**src/rtl/rpn_pkg.sv**
```systemverilog
// rpn_pkg: key codes and keypad FSM states shared by the keypad front end and the stack stage.
package rpn_pkg;
  localparam logic [4:0] PLUS  = 5'b10000;
  localparam logic [4:0] MINUS = 5'b10001;
  localparam logic [4:0] BACKS = 5'b10010;
  localparam logic [4:0] ENTER = 5'b10011;
  localparam logic [4:0] UP    = 5'b10100;
  localparam logic [4:0] DOWN  = 5'b10101;
  localparam logic [4:0] NOP   = 5'b10110;
  typedef enum logic [2:0] {SCAN, DEBOUNCE, PRESS, HELD, RELEASE} kp_state_t;
  function automatic logic [4:0] encode_key(input logic [4:0] k);
    return k < 5'd10 ? k :
           k == 5'd10 ? PLUS :
           k == 5'd11 ? MINUS :
           k == 5'd12 ? BACKS :
           k == 5'd13 ? ENTER :
           k == 5'd14 ? UP :
           k == 5'd15 ? DOWN : NOP;
  endfunction
endpackage

```
**src/rtl/sync_2ff.sv**
```systemverilog
// sync_2ff: width-parameterized two-flop synchronizer.
module sync_2ff #(
  parameter int W = 1,
  parameter logic [W-1:0] RST_VAL = '0
) (
  input  logic         clk,
  input  logic         rst_n,
  input  logic [W-1:0] d,
  output logic [W-1:0] q
);
  logic [W-1:0] m;
  always_ff @(posedge clk or negedge rst_n)
    if (!rst_n) {q, m} <= {RST_VAL, RST_VAL};
    else {q, m} <= {m, d};
endmodule

```
**src/rtl/keypad_scanner.sv**
```systemverilog
// keypad_scanner: 4x5 matrix scan, debounce and key encoding for the RPN stack.
// Define KEYPAD_AUTOREPEAT_EN to add hold-to-repeat pulses in HELD.
module keypad_scanner
  import rpn_pkg::*;
#(
  parameter int SCAN_DIV      = 16,
  parameter int DEBOUNCE_CNT  = 50000,
  parameter int REPEAT_DELAY  = 25000000,
  parameter int REPEAT_PERIOD = 5000000
) (
  input  logic       clk,
  input  logic       rst_n,
  input  logic [3:0] row_in,
  output logic [4:0] col_out,
  output logic [4:0] key_code,
  output logic       key_valid
);
  localparam int SW = $clog2(SCAN_DIV);
  localparam int DW = $clog2(DEBOUNCE_CNT + 1);
  kp_state_t   state;
  logic [2:0]  col, col_nxt;
  logic [1:0]  row, hi, low_idx;
  logic [SW-1:0] div;
  logic [DW-1:0] deb;
  logic [3:0]  row_s;
  logic        row_low, any_low, deb_done;
`ifdef KEYPAD_AUTOREPEAT_EN
  localparam int HW = $clog2(REPEAT_DELAY + REPEAT_PERIOD);
  logic [HW-1:0] hold;
  logic          rep;
`endif
  sync_2ff #(.W(4), .RST_VAL(4'hf)) u_sync (.clk(clk), .rst_n(rst_n), .d(row_in), .q(row_s));
  assign row_low  = !row_s[row];
  assign any_low  = !(&row_s);
  assign low_idx  = !row_s[0] ? 2'd0 : !row_s[1] ? 2'd1 : !row_s[2] ? 2'd2 : 2'd3;
  assign col_nxt  = col == 3'd4 ? 3'd0 : col + 3'd1;
  assign deb_done = deb == DW'(DEBOUNCE_CNT - 1);
  assign col_out  = ~(5'd1 << col);
  always_ff @(posedge clk or negedge rst_n) begin
    if (!rst_n) begin
      state     <= SCAN;
      col       <= '0;
      row       <= '0;
      hi        <= '0;
      div       <= '0;
      deb       <= '0;
      key_code  <= NOP;
      key_valid <= 1'b0;
`ifdef KEYPAD_AUTOREPEAT_EN
      hold      <= '0;
      rep       <= 1'b0;
`endif
    end else begin
      key_valid <= 1'b0;
      case (state)
        SCAN:
          if (div == SW'(SCAN_DIV - 1)) begin
            div <= '0;
            if (any_low) begin
              row   <= low_idx;
              deb   <= '0;
              hi    <= '0;
              state <= DEBOUNCE;
            end else col <= col_nxt;
          end else div <= div + 1'b1;
        DEBOUNCE:
          if (row_low) begin
            hi  <= '0;
            deb <= deb + 1'b1;
            if (deb_done) begin
              key_code  <= encode_key({3'b0, row} * 5'd5 + {2'b0, col});
              key_valid <= 1'b1;
              state     <= PRESS;
            end
          end else begin
            deb <= '0;
            hi  <= hi + 1'b1;
            if (hi == 2'd3) begin
              col   <= col_nxt;
              state <= SCAN;
            end
          end
        PRESS: begin
          deb   <= '0;
          state <= HELD;
`ifdef KEYPAD_AUTOREPEAT_EN
          hold  <= '0;
          rep   <= 1'b0;
`endif
        end
        HELD:
          if (row_low) begin
            deb <= '0;
`ifdef KEYPAD_AUTOREPEAT_EN
            // first repeat lands REPEAT_DELAY cycles after the PRESS cycle, later ones every REPEAT_PERIOD
            if (hold == (rep ? HW'(REPEAT_PERIOD - 1) : HW'(REPEAT_DELAY - 2))) begin
              key_valid <= 1'b1;
              hold      <= '0;
              rep       <= 1'b1;
            end else hold <= hold + 1'b1;
`endif
          end else begin
            deb <= deb + 1'b1;
            if (deb_done) state <= RELEASE;
`ifdef KEYPAD_AUTOREPEAT_EN
            hold <= '0;
            rep  <= 1'b0;
`endif
          end
        RELEASE: begin
          col   <= col_nxt;
          state <= SCAN;
        end
        default: state <= SCAN;
      endcase
    end
  end
endmodule

```
**config.mk**
```make
export PLATFORM = sky130hd
export DESIGN_NAME = keypad_scanner
export DESIGN_NICKNAME = d
export VERILOG_FILES = /design/src/rtl/rpn_pkg.sv /design/src/rtl/sync_2ff.sv /design/src/rtl/keypad_scanner.sv
export SDC_FILE = /design/constraint.sdc
export NUM_CORES = 1
export LEC_CHECK = 0
export BUFFER_PORTS_ARGS = -buffer_cell sky130_fd_sc_hd__buf_2
export CAP_MARGIN = 20
export CORE_AREA = 2 2 68 70
export CTS_CLUSTER_DIAMETER = 100
export DETAILED_ROUTE_END_ITERATION = 8
export DIE_AREA = 0 0 70 72
export HOLD_SLACK_MARGIN = 0.1
export PLACE_DENSITY = 0.77
export REMOVE_ABC_BUFFERS = 1
export SLEW_MARGIN = 0
export SYNTH_ARGS = -nofsm -noshare
export SYNTH_HDL_FRONTEND = slang
export SYNTH_HIERARCHICAL = 1
export SYNTH_SLANG_ARGS = --single-unit
```
**constraint.sdc**
```tcl
create_clock -name clk -period 2.8 [get_ports clk]
set_clock_uncertainty 0.1 [all_clocks]
set_input_delay 0 -clock clk [delete_from_list [all_inputs] [get_ports clk]]
set_output_delay 0 -clock clk [all_outputs]
set_load 0.03 [all_outputs]
```
* Word-level counts from Yosys, hierarchy flattened *
Index checks and enable logic that the tools add are counted.

storage, ports and cells
  register bits = 44
  output and inout port bits = 11

cells by class
  equal/unequal tests = 23
  muxes and demuxes = 39
  bitwise logic cells = 3
  shift-type cells = 1
  multiply operators = 1
  magnitude comparators = 2
  reductions and logical operators = 11
  add/subtract/negate cells = 5

operators by type and width
  operator                 count
  $mux W16                 4
  $pmux W16 S4             1
  $mux W3                  16
  $eq A5 B4 Y1 const B     6
  $add A16 B1 Y16 const B  1
  $eq A16 B16 Y1 const B   1
  $mux W2                  7
  $ne A2 B2 Y1 const B     7
  $pmux W3 S4              1
  $reduce_and A3 Y1        4
  $pmux W3 S3              1
  $eq A3 B2 Y1 const B     2
  $eq A3 B3 Y1 const B     2
  $ne A3 B3 Y1 const B     2
  $reduce_and A6 Y1        1
  $add A5 B3 Y5            1
  $lt A5 B4 Y1 const B     1
  $mul A2 B3 Y5 const B    1
  $mux W1                  5
  $mux W5                  1
  $not A5 Y5               1
  $reduce_and A5 Y1        1
  $shl A1 B3 Y5 const A    1
  $add A4 B1 Y4 const B    1
  other kinds (15)         16

* Depth between registers and ports, before layout *
Gate-level depths: netlist of run 1.

  word-level depth = 10
  depth in mapped cells = 7

* Modules after synthesis *
Netlist of run 1, hierarchy kept.

modules (own cells, without submodules)
  module          area each (µm²)  cells each  times used  seq. area each (µm²)
  keypad_scanner  2288.4           240         1           904.6
  sync_2ff        210.2            8           1           210.2

* Worst setup path after synthesis of run 1 *
OpenSTA, ideal clock, no wires.

  kind = reg2reg
  start = register col[1]
  end = register key_code[1]
  path slack = 547 ps
  required time = 2640 ps
  stages on the path, launching flop included = 8
  buffers on the path = 0
  data arrival time = 2094 ps
  library setup time = 60 ps
  clock period less this slack = 2253 ps
  path through = dfrtp_1 -> ha_1 -> ha_1 -> fa_1 -> xnor2_1 -> or3b_2 -> nand3_1 -> mux2_2

between the ends
  cells in the longest elaborated chain, start to end = 9
  elaborated cells between the ends (all ways) = 15

ends and longest elaborated chain
  what                    line                   source
  start, declared         keypad_scanner.sv:21   logic [2:0] col, col_nxt;
  start signal, assigned  keypad_scanner.sv:64   end else col <= col_nxt;
  start signal, assigned  keypad_scanner.sv:79   col <= col_nxt;
  start signal, assigned  keypad_scanner.sv:111  col <= col_nxt;
  $add A5 B3 Y5 (*)       keypad_scanner.sv:71   key_code <= encode_key({3'b0, row} * 5'd5 + {2'b0, col});
  $eq A5 B4 Y1            rpn_pkg.sv:18          k == 5'd15 ? DOWN : NOP;
  $mux W2                 rpn_pkg.sv:18
  $mux W2                 rpn_pkg.sv:17          k == 5'd14 ? UP :
  $mux W3                 rpn_pkg.sv:16          k == 5'd13 ? ENTER :
  $mux W3                 rpn_pkg.sv:15          k == 5'd12 ? BACKS :
  $mux W3                 rpn_pkg.sv:14          k == 5'd11 ? MINUS :
  $mux W3                 rpn_pkg.sv:13          k == 5'd10 ? PLUS :
  $mux W5 (*)             rpn_pkg.sv:12          return k < 5'd10 ? k :
  end signal, assigned    keypad_scanner.sv:71
  end, declared           keypad_scanner.sv:15   output logic [4:0] key_code,

Every way passes the cells marked *; elsewhere a longest branch is shown, timed or not.
A chain may end at the register's enable or synchronous reset.

* Final worst setup path of run 1 *
  start = register row[1]
  end = register key_code[1]

between the ends
  cells in the longest elaborated chain, start to end = 10
  elaborated cells between the ends (all ways) = 20

ends and longest elaborated chain
  what                    line                  source
  start, declared         keypad_scanner.sv:22  logic [1:0] row, hi, low_idx;
  start signal, assigned  keypad_scanner.sv:60  row <= low_idx;
  $mul A2 B3 Y5           keypad_scanner.sv:71
  $add A5 B3 Y5           keypad_scanner.sv:71
  $eq A5 B4 Y1            rpn_pkg.sv:18
  $mux W2                 rpn_pkg.sv:18
  $mux W2                 rpn_pkg.sv:17
  $mux W3                 rpn_pkg.sv:16
  $mux W3                 rpn_pkg.sv:15
  $mux W3                 rpn_pkg.sv:14
  $mux W3                 rpn_pkg.sv:13
  $mux W5                 rpn_pkg.sv:12

Parallel ways exist; a longest one is shown, timed or not. The select of a mux whose other input is x is not followed.

==> results.cfg, run 1 <==
[cts]
cts-root-buf = clkbuf_8
postCtsSetupBuffers = 0
h-tree-depth = 2
clkSinkCount = 44
clk_pin_slew_worst_paths_ns = 0.09
clock_path_buffers = 2
clkLatencyLatePin_ns = 0.31
cts_buffers = 5
tritoncts = built

[grt]
grt_pass1_vias = 1864
grt_max_degree = 45
grt_use_total = 0.2132
antenna_found_initial = 0
grt_pass1_wl_microns = 8583
gr-total-overflow = 0

[worst_setup_path]
end_kind = flop
arrival_ns = 2.54
cp_common_cell = ha_1
startpoint_type = flop
required_ns = 2.95
slowest_stage = or3b_2
slowest_delay_ns = 0.46
path_class = flop to flop
path_cells = ha_1 > ha_1 > fa_1 > xnor2_1 > or3b_2 > nand3_1 > mux2_2
crit_fanout = 5

[floorplanning]
rows = 24
die_h_microns = 72
dieArea_sq_mm = 0.005040
start_util = 0.5860
die_w_microns = 70
io_pins = 17
coreArea_sq_mm = 0.004264

[synth]
yosysSeqAreaShare = 0.4462
netlist_area_sq_mm = 0.002499
synth-seq-cells = 44
syn_inst = 248
synth_area_per_cell_sq_um = 10.08
async_reset_ff_frac = 1.000
synth_cell_types = 53
yosysWarnings = 6
synth_flop_cell = dfrtp_1
synth-edff-count = 0

[power_and_ir_drop]
clockPowerShare = 0.209
intPower_mw = 1.425
p_leak_nw = 1.248
p_sw_frac = 0.4089
switchingPower_mw = 0.9857
design_power_total_mw = 2.411
p_per_area_mw_per_mm2 = 863.7
vdd_drop_max_v = 0.0005437
combPwrFrac = 0.424
p_seq_frac = 0.367

[route]
remaining_drc_errors = 0
wl_met3_microns = 240
dr_wl_met2_microns = 2365
via_count = 2039
top_layer = met4
avgViaCountPerCell = 6.313
drt.antenna.violating_nets = 0
met1_length_microns = 2357
drtPass1Iterations = 4
wl_per_cell_microns = 15.55
wirelength_microns = 5022
drt_first_iter_violations = 200

[timing]
finalSetupViolations = 0
max_freq_mhz = 418.6
maxSlewViolCount = 0
min_period_ns = 2.389
hold_ws_ns = 0.2334
min_period_over_period = 0.8533
slew_headroom = 0.3484
setup_tns_ns = 0
worst_pin_slew_ns = 0.9774
hold_viol_final = 0
rsz0062_at_grt = false

[job]
maxCapViolCount = 0

[placed_design]
place_congestion = 0.8123
dpl.hpwl_microns = 3409
io_buffers = 16
numPlacedInstances = 310

[final_layout]
final_cell_count_no_fill = 323
area_growth_pct = 11.72
num_antenna_cells = 0
nNetsFinal = 291
drive_gt1_frac = 0.2177

[hold_path]
hold_path_class = input pin to flop

[status]
status = complete, no violations
-- cell usage after synthesis, types with 2 or more instances --
cell,n,area share
a211oi_1,2,0.0060
a21oi_1,8,0.016
a22o_1,2,0.0070
a31oi_1,10,0.025
a41oi_1,3,0.011
and2_1,2,0.0050
and3_1,5,0.013
and4_1,4,0.014
buf_2,2,0.0040
buf_4,2,0.0060
clkbuf_1,6,0.0090
dfrtp_1,33,0.33
dfstp_2,11,0.12
ha_1,14,0.070
inv_1,11,0.017
mux2_2,8,0.036
nand2_1,27,0.041
nand3_1,16,0.032
nand3b_1,3,0.0090
nand4_1,8,0.020
nor2_1,8,0.012
nor3_1,5,0.010
nor4b_1,2,0.0070
o2111ai_1,3,0.011
o211ai_1,6,0.018
o21ai_0,17,0.034
or2_2,2,0.0050
or3_1,2,0.0050
xnor2_1,2,0.0070
-- through the flow --
step	utilization	instance area, sq um	worst slack, ns
6_report	0.6546	2791	0.4108
5_1_grt	0.6546	2791	0.3029
4_1_cts	0.6546	2791	0.3970
3_5_place_dp	0.6159	2626	0.4318
3_3_place_gp	0.6159	2626	0.4910
2_1_floorplan	-	2451	0.5467
-- cell families (layout without fill, tap and decap cells) --
logic type                 after synthesis  in the layout  synth area share
and+or+nand+nor                         97             97            0.2263
AOI/OAI and AO/OA                       58             58            0.1512
DFF                                     44             44            0.4462
buffers and inverters                   21             44           0.03555
adders and majority gates               15             15           0.07812
muxes                                   10             10           0.04907
xor gates and xnor gates                 3              3           0.01352
-- sequential cells by signal, summed over array words and instances (netlist names) --
register	cells
row	2
deb	16
state	3
key_code	5
col	3
hi	2
key_valid	1
div	4
u_sync/m	4
u_sync/q	4
-- power groups by stage --
stage	sequential (mW)	clock (mW)	combinational, mW
finish	0.885	0.503	1.02
global route	0.905	0.536	1.16
CTS	0.882	0.517	1.03
detailed placement	0.893	0	1.02
global placement	0.885	0	0.975
floorplan	0.857	0	0.751
-- per-layer routing --
metal,up-vias,global-route usage
met5,-,0
met4,0,0.06624
met3,6,0.03889
met2,60,0.3407
met1,991,0.3001
li1,982,-
-- cell type report --
type | instances | area (sq um)
timing repair buffer | 25 | 160.2
clock inverter | 3 | 46.29
inverter | 11 | 41.29
fill | 331 | 1473
multi-input combinational | 183 | 1295
tap | 52 | 65.06
sequential | 44 | 1115
clock buffer | 5 | 68.82
-- worst paths after layout --
kind	startpoint	endpoint	slack, ns	depth (start not counted)
setup / recovery	row[1]	key_code[1]	0.41	7
hold / removal	row_in[3]	u_sync/m[3]	0.23	2
setup reg to reg	row[1]	key_code[1]	0.41	7
hold reg to reg	u_sync/m[1]	u_sync/q[1]	0.26	0
max in group asynchronous	rst_n	deb[2]	1.70	2
min in group asynchronous	rst_n	deb[8]	0.28	2
-- layout by cell type, fill, tap and decap left out, drive strengths merged, types with 2 or more instances in the layout --
cell type	count
dfrtp	33
a21oi	8
and3	7
buf	20
inv	12
nor3	5
o211ai	6
a22o	2
nand2	27
and2	2
nand3b	3
ha	14
a211oi	2
or3	2
dlygate4sd3	5
and4	5
nor2	8
or2	2
and4b	2
nand3	16
nor4	2
nand4	8
xnor2	3
nor4b	2
clkbuf	5
a41oi	3
o21ai	17
dfstp	11
a31oi	10
mux2	8
o2111ai	3
-- worst max-delay path, delay by kind of cell, from the launching register on --
family | cells | cell delay (ns)
mux | 1 | 0.14
xor+xnor | 1 | 0.18
simple gates | 2 | 0.56
flops | 1 | 0.45
fa+ha+maj | 3 | 0.90
-- repair_timing --
item                      4_1_cts  5_1_grt
hold endpoints to repair       37        0
hold buffers                    5        0
resized for setup               0        0
Note: power is estimated with default switching activity, not from simulation.
==> run 2: changes to the inputs <==
--- a/config.mk
+++ b/config.mk
@@ -7,12 +7,12 @@
 export LEC_CHECK = 0
 export BUFFER_PORTS_ARGS = -buffer_cell sky130_fd_sc_hd__buf_2
 export CAP_MARGIN = 20
-export CORE_AREA = 2 2 68 70
+export CORE_AREA = 2 2 72 74
 export CTS_CLUSTER_DIAMETER = 100
 export DETAILED_ROUTE_END_ITERATION = 8
-export DIE_AREA = 0 0 70 72
+export DIE_AREA = 0 0 74 76
 export HOLD_SLACK_MARGIN = 0.1
-export PLACE_DENSITY = 0.77
+export PLACE_DENSITY = 0.73
 export REMOVE_ABC_BUFFERS = 1
 export SLEW_MARGIN = 0
 export SYNTH_ARGS = -nofsm -noshare
==> constraint.sdc (replaced) <==
create_clock -name clk -period 2.1 [get_ports clk]
set_clock_uncertainty 0.1 [all_clocks]
set_input_delay 0 -clock clk [delete_from_list [all_inputs] [get_ports clk]]
set_output_delay 0 -clock clk [all_outputs]
set_load 0.03 [all_outputs]
==> run 2 against run 1 <==
Against the previous run:
- the run now ends with negative setup slack left
- routed wire length rose by 15%
- sequential power rose by 29%
- non-clock buffer count rose by 41
- utilization rose by 0.23 points
- sequential share of layout area fell by 5.4 points
- register-to-register slack got worse by 0.49 ns
- setup slack got worse by 0.49 ns
- power rose by 61%
- global-route usage rose by 0.86 points
- cell count rose by 18%
==> results.cfg, run 2 (synthesis gave the netlist of run 1 again) <==
[status]
status = complete, but fails checks
failed_checks = negative setup slack

[worst_setup_path]
path_class = flop to flop
r2r_end = key_code[3]
rr_startpoint = col[1]
required_ns = 2.19
arrival_ns = 2.27
rr_worst_depth = 7
crit_fanout = 2
rrSetupSlack_ns = -0.08
startpoint_type = flop
end_kind = flop

[placed_design]
place_congestion = 0.8536
dpl.hpwl_microns = 3799
dp_slack_ns = -0.1932
io_buffers = 16

[final_layout]
num_antenna_cells = 0
drive_gt1_frac = 0.3622
largest_register_ffs = 16
top_register = deb
nNetsFinal = 332
layout_common_cells = buf_4, dfrtp_1, nand2_1
reg_top3 = deb: 16 flops, key_code: 5 flops
area_growth_pct = 29.14
num-fill-cells = 375
mostFrequentLayoutCell = buf_4

[power_and_ir_drop]
p_per_area_mw_per_mm2 = 1201
p_leak_nw = 1.475
vdd_drop_max_v = 0.0007698

[cts]
cts_buffers = 5
clk_pin_slew_worst_paths_ns = 0.09
clkLatencyLatePin_ns = 0.31
clock_path_buffers = 2
h-tree-depth = 2
tritoncts = built
cts-root-buf = clkbuf_8
clkSinkCount = 44

[route]
wl_per_cell_microns = 15.18
drt_first_iter_violations = 198
remaining_drc_errors = 0
via_count = 2227
drt.antenna.violating_nets = 0
wirelength_microns = 5798
drtPass1Iterations = 4
avgViaCountPerCell = 5.830

[timing]
maxSlewViolCount = 0
min_period_over_period = 1.039
slew_headroom = 0.6261
finalSetupViolations = 7
worst_slack_ns = -0.08091
max_freq_mhz = 458.5
rsz0062_at_grt = true
worst_pin_slew_ns = 0.5587
min_period_ns = 2.181
hold_viol_final = 0
setup_tns_ns = -0.2474

[floorplanning]
rows = 26
start_util = 0.5087
coreArea_sq_mm = 0.004912
die_w_microns = 74
die_h_microns = 76
io_pins = 17
dieArea_sq_mm = 0.005624

[grt]
grt_use_total = 0.2218
gr-total-overflow = 0
grt_pass1_vias = 2107
grt_pass1_wl_microns = 9763
grt_max_degree = 45
antenna_found_initial = 0

[job]
maxCapViolCount = 0

[hold_path]
hold_path_class = input pin to asynchronous set/reset pin
## run 2: changes by cell type in the layout (fill, tap and decap cells not counted), sizes merged
cell / previous run / this run
buf: 20 / 61
## run 2: metal layers
layer,part of all wire,up-vias,GRT usage
met4,0.018,0,0.08545
met1,0.44,1087,0.3074
met3,0.045,10,0.04762
met2,0.50,63,0.3375
li1,-,1067,-
met5,0,-,0
## run 2: layout make-up
class,count,area [sq um],area share
Tap cell,70,87.58,0.02714
Sequential cell,44,1116,0.3459
Inverter,11,41.29,0.01280
Clock inverter,3,46.29,0.01435
Multi-Input combinational cell,183,1384,0.4288
Timing Repair Buffer,66,483.0,0.1497
Clock buffer,5,68.82,0.02133
## run 2: where the power goes
| part | total (mW) | leakage (nW) | switching, mW | internal [mW] |
|---|---|---|---|---|
| Clock | 0.675 | 0.0548 | 0.317 | 0.359 |
| Combinational | 2.06 | 0.868 | 1.07 | 0.987 |
| Sequential | 1.14 | 0.552 | 0.144 | 0.997 |
## run 2: worst max-delay path, cell delays in order (launching register included)
cell and delay (ns):
dfrtp_1 0.40, ha_1 0.31, ha_2 0.19, fa_2 0.54
buf_6 0.10, nor2_2 0.03, and3b_1 0.16, mux2_4 0.25
## run 2: metrics by stage
step             util  instance area, sq um  cells  power [mW]  hold WS (ns)
3_5_place_dp   0.5820                  2859    356       2.751      0.007549
5_1_grt        0.6569                  3227    382       4.160        0.2290
6_report       0.6569                  3227    382       3.874        0.1986
4_1_cts        0.6442                  3164    380       3.707        0.2163
2_1_floorplan       -                  2451    238       2.145       -0.3956
3_3_place_gp   0.5820                  2859    356       2.691      0.004990
## run 2: repair_timing
action                                 4_1_cts  5_1_grt
buffers inserted                            11        2
resized for setup                           14       10
hold buffers                                 5        0
pin swaps                                    9        6
endpoints found under the hold margin       48        0
cloned                                       0        0
setup endpoints to repair                   18       22
## run 2: how the worst max path moves through the flow
| stage | slack [ns] | startpoint | cells after the start | end |
|---|---|---|---|---|
| global route | -0.12 | col[1] | 7 | key_code[2] |
| global placement | -0.15 | col[1] | 7 | key_code[1] |
| detailed placement | -0.19 | col[1] | 7 | key_code[1] |
| floorplan | -0.15 | col[1] | 7 | key_code[1] |
| finish | -0.08 | col[1] | 7 | key_code[3] |
| CTS | -0.06 | row[1] | 7 | key_code[3] |
==> run 3: changes to the inputs <==
--- a/config.mk
+++ b/config.mk
@@ -5,14 +5,16 @@
 export SDC_FILE = /design/constraint.sdc
 export NUM_CORES = 1
 export LEC_CHECK = 0
+export ABC_AREA = 1
 export BUFFER_PORTS_ARGS = -buffer_cell sky130_fd_sc_hd__buf_2
 export CAP_MARGIN = 20
-export CORE_AREA = 2 2 72 74
+export CORE_AREA = 2 2 71 73
+export CTS_BUF_LIST = sky130_fd_sc_hd__clkbuf_4 sky130_fd_sc_hd__clkbuf_8
 export CTS_CLUSTER_DIAMETER = 100
 export DETAILED_ROUTE_END_ITERATION = 8
-export DIE_AREA = 0 0 74 76
+export DIE_AREA = 0 0 73 75
 export HOLD_SLACK_MARGIN = 0.1
-export PLACE_DENSITY = 0.73
+export PLACE_DENSITY = 0.77
 export REMOVE_ABC_BUFFERS = 1
 export SLEW_MARGIN = 0
 export SYNTH_ARGS = -nofsm -noshare
==> constraint.sdc (replaced) <==
create_clock -name clk -period 1.8 [get_ports clk]
set_clock_uncertainty 0.1 [all_clocks]
set_input_delay 0 -clock clk [delete_from_list [all_inputs] [get_ports clk]]
set_output_delay 0 -clock clk [all_outputs]
set_load 0.03 [all_outputs]
==> run 3 against run 2 <==
Against the previous run:
- critical path type unchanged
- worst hold slack lost 0.055 ns
- sequential share of layout area shrank 0.72 points
- clock-buffer cell count grew 1
- largest cell class unchanged
- combinational power grew 43%
- global-route usage shrank 0.97 points
- register-to-register slack lost 0.25 ns
- sequential power grew 17%
- via count grew 7.8%
- synthesized cell count grew 40%
- cell count grew 19%
- highest routed layer unchanged
- area after synthesis grew 4.9%
- the run still ends with negative setup slack left
==> results.cfg, run 3 <==
[route]
drt.antenna.violating_nets = 0
via_count = 2400
wirelength_microns = 5639
drt_first_iter_violations = 135
remaining_drc_errors = 0
drtPass1Iterations = 4
wl_per_cell_microns = 12.45
avgViaCountPerCell = 5.298

[final_layout]
final_util = 0.7063
drive_gt1_frac = 0.2632
num_antenna_cells = 0
layout_common_cells = nand2_1, inv_1, nor2_1
top_register = deb
area_growth_pct = 25.64
largest_register_ffs = 16
nNetsFinal = 419
mostFrequentLayoutCell = nand2_1
reg_top3 = deb: 16 flops, key_code: 5 flops

[worst_setup_path]
required_ns = 1.94
crit_fanout = 3
path_class = flop to flop
crit_path_start = row[1]
rrSetupSlack_ns = -0.34
startpoint_type = flop
end_kind = flop
rr_worst_depth = 11
r2r_end = key_code[2]
rr_startpoint = row[1]
arrival_ns = 2.28
cp-endpoint = key_code[2]

[grt]
grt_pass1_wl_microns = 9039
grt_max_degree = 31
grtUsageMet2 = 0.3684
met1_usage = 0.2676
antenna_found_initial = 0
grt_use_total = 0.2122
gr-total-overflow = 0
grt_pass1_vias = 2147
grtUsageMet3 = 0.04150
grt_busiest_layer = met2

[synth]
synth-edff-count = 0
synth-seq-cells = 44
yosysSeqAreaShare = 0.4255
synth_flop_cell = dfrtp_1
yosysTopAreaCell = dfrtp_1
syn_inst = 346
netlist_area_sq_mm = 0.002620
synth_area_per_cell_sq_um = 7.572
ys_top_cells_by_count = nand2_1, inv_1, nor2_1, nand3_1, dfrtp_1
synth_cell_types = 33
async_reset_ff_frac = 1.000
synth.area.top_cells = dfrtp_1, nand2_1, dfstp_2
yosysWarnings = 6
synth_top_area_frac = 0.3152
yosysMostFrequentCell = nand2_1

[job]
maxCapViolCount = 0

[placed_design]
place_congestion = 0.8977
io_buffers = 16
dpl.hpwl_microns = 3918
dp_slack_ns = -0.4101

[timing]
min_period_over_period = 1.187
slew_headroom = 0.5792
worst_pin_slew_ns = 0.6311
finalSetupViolations = 5
worst_slack_ns = -0.3359
hold_viol_final = 0
max_freq_mhz = 468.2
rsz0062_at_grt = true
min_period_ns = 2.136
maxSlewViolCount = 0

[power_and_ir_drop]
p_per_area_mw_per_mm2 = 1541
intPower_mw = 2.852
vdd_drop_max_v = 0.0009317
p_sw_frac = 0.4377
p_seq_frac = 0.263
clockPowerShare = 0.157
switchingPower_mw = 2.220
p_leak_nw = 1.628
combPwrFrac = 0.581

[floorplanning]
die_h_microns = 75
die_w_microns = 73
dieArea_sq_mm = 0.005475
coreArea_sq_mm = 0.004661
rows = 25
io_pins = 17
start_util = 0.5621

[cts]
cts_buffers = 5
clkLatencyLatePin_ns = 0.30
clock_path_buffers = 2
tritoncts = built
clk_pin_slew_worst_paths_ns = 0.09
cts-root-buf = clkbuf_8
clkSinkCount = 44
h-tree-depth = 2

[status]
status = complete, but fails checks
failed_checks = negative setup slack

[hold_path]
hold_path_class = input pin to asynchronous set/reset pin
[run 3: cell types whose count changed after synthesis, moves of 4 or more]
cell      before  now
o21ai_0       17   12
nand3_1       16   39
nand2_1       27   99
and4_1         4    0
nor2_1         8   40
nand4_1        8   12
a31oi_1       10    0
and3_1         5    0
inv_1         11   47
clkbuf_1       6    0
mux2_2         8    0
o211ai_1       6    2
[run 3: cell families (layout without fill, tap and decap cells)]
group | after synthesis | after routing | synth area share
simple gates | 205 | 205 | 0.3520
xor+xnor | 4 | 4 | 0.01337
fa+ha+maj | 15 | 15 | 0.07450
buf+inv | 52 | 105 | 0.07880
compound gates | 26 | 26 | 0.05588
flops | 44 | 44 | 0.4255
[run 3: power groups by stage]
stage          Sequential [mW]  Combinational, mW  Clock [mW]
2_1_floorplan             1.33               1.55           0
3_3_place_gp              1.32               2.23           0
3_5_place_dp              1.34               2.30           0
4_1_cts                   1.32               2.46       0.814
5_1_grt                   1.36               3.26       0.848
6_report                  1.33               2.95       0.795
[run 3: worst min-delay path by stage]
| stage | end | slack [ns] | cells past startpoint |
|---|---|---|---|
| 2_1_floorplan | col[0] | -0.40 | 0 |
| 5_1_grt | key_code[3] | 0.21 | 2 |
| 4_1_cts | key_code[3] | 0.16 | 2 |
| 3_5_place_dp | key_code[3] | -0.04 | 1 |
| 6_report | key_code[3] | 0.14 | 2 |
| 3_3_place_gp | key_code[3] | -0.05 | 1 |
[run 3: timing repair]
action                                  CTS  global route
hold buffers                              5             0
pin swaps                                 4            16
resized for setup                         9            32
endpoints found under the hold margin    48             0
endpoints found under the setup margin    5            14
setup buffers                             3             7
[run 3: cell type report]
| cell class | instances | area, sq um |
|---|---|---|
| clock buffers | 6 | 82.58 |
| well taps | 54 | 67.56 |
| multi-input cells | 250 | 1459 |
| repair buffers | 47 | 336.6 |
| inverters | 50 | 192.7 |
| flip-flops and latches | 44 | 1115 |
| fillers | 333 | 1369 |
| clock inverters | 2 | 38.79 |
[run 3: metrics by stage]
step	power (mW)	setup TNS, ns	instance area, sq um	cells	hold WS [ns]
after floorplan	2.887	-1.345	2604	344	-0.3956
after global placement	3.557	-1.354	2879	431	-0.05473
after detailed placement	3.638	-1.649	2879	431	-0.04465
after CTS	4.589	-1.060	3099	447	0.1602
after global routing	5.468	-1.591	3292	453	0.2136
final	5.073	-1.179	3292	453	0.1438
[run 3: critical path: stages, from the launching register on]
cell	delay, ns
dfrtp_1	0.42
ha_4	0.25
ha_4	0.16
fa_2	0.42
buf_6	0.15
xnor2_4	0.12
nor3_2	0.17
nand2_1	0.07
nand2_1	0.07
nand2_1	0.04
nand2_1	0.05
nand2_1	0.05
[run 3: per-layer routing]
layer	part of all wire	up-vias	wire length, microns
li1	-	1211	-
met1	0.45	1145	2539
met2	0.51	36	2857
met3	0.029	8	163
met4	0.014	0	79
met5	0	-	0
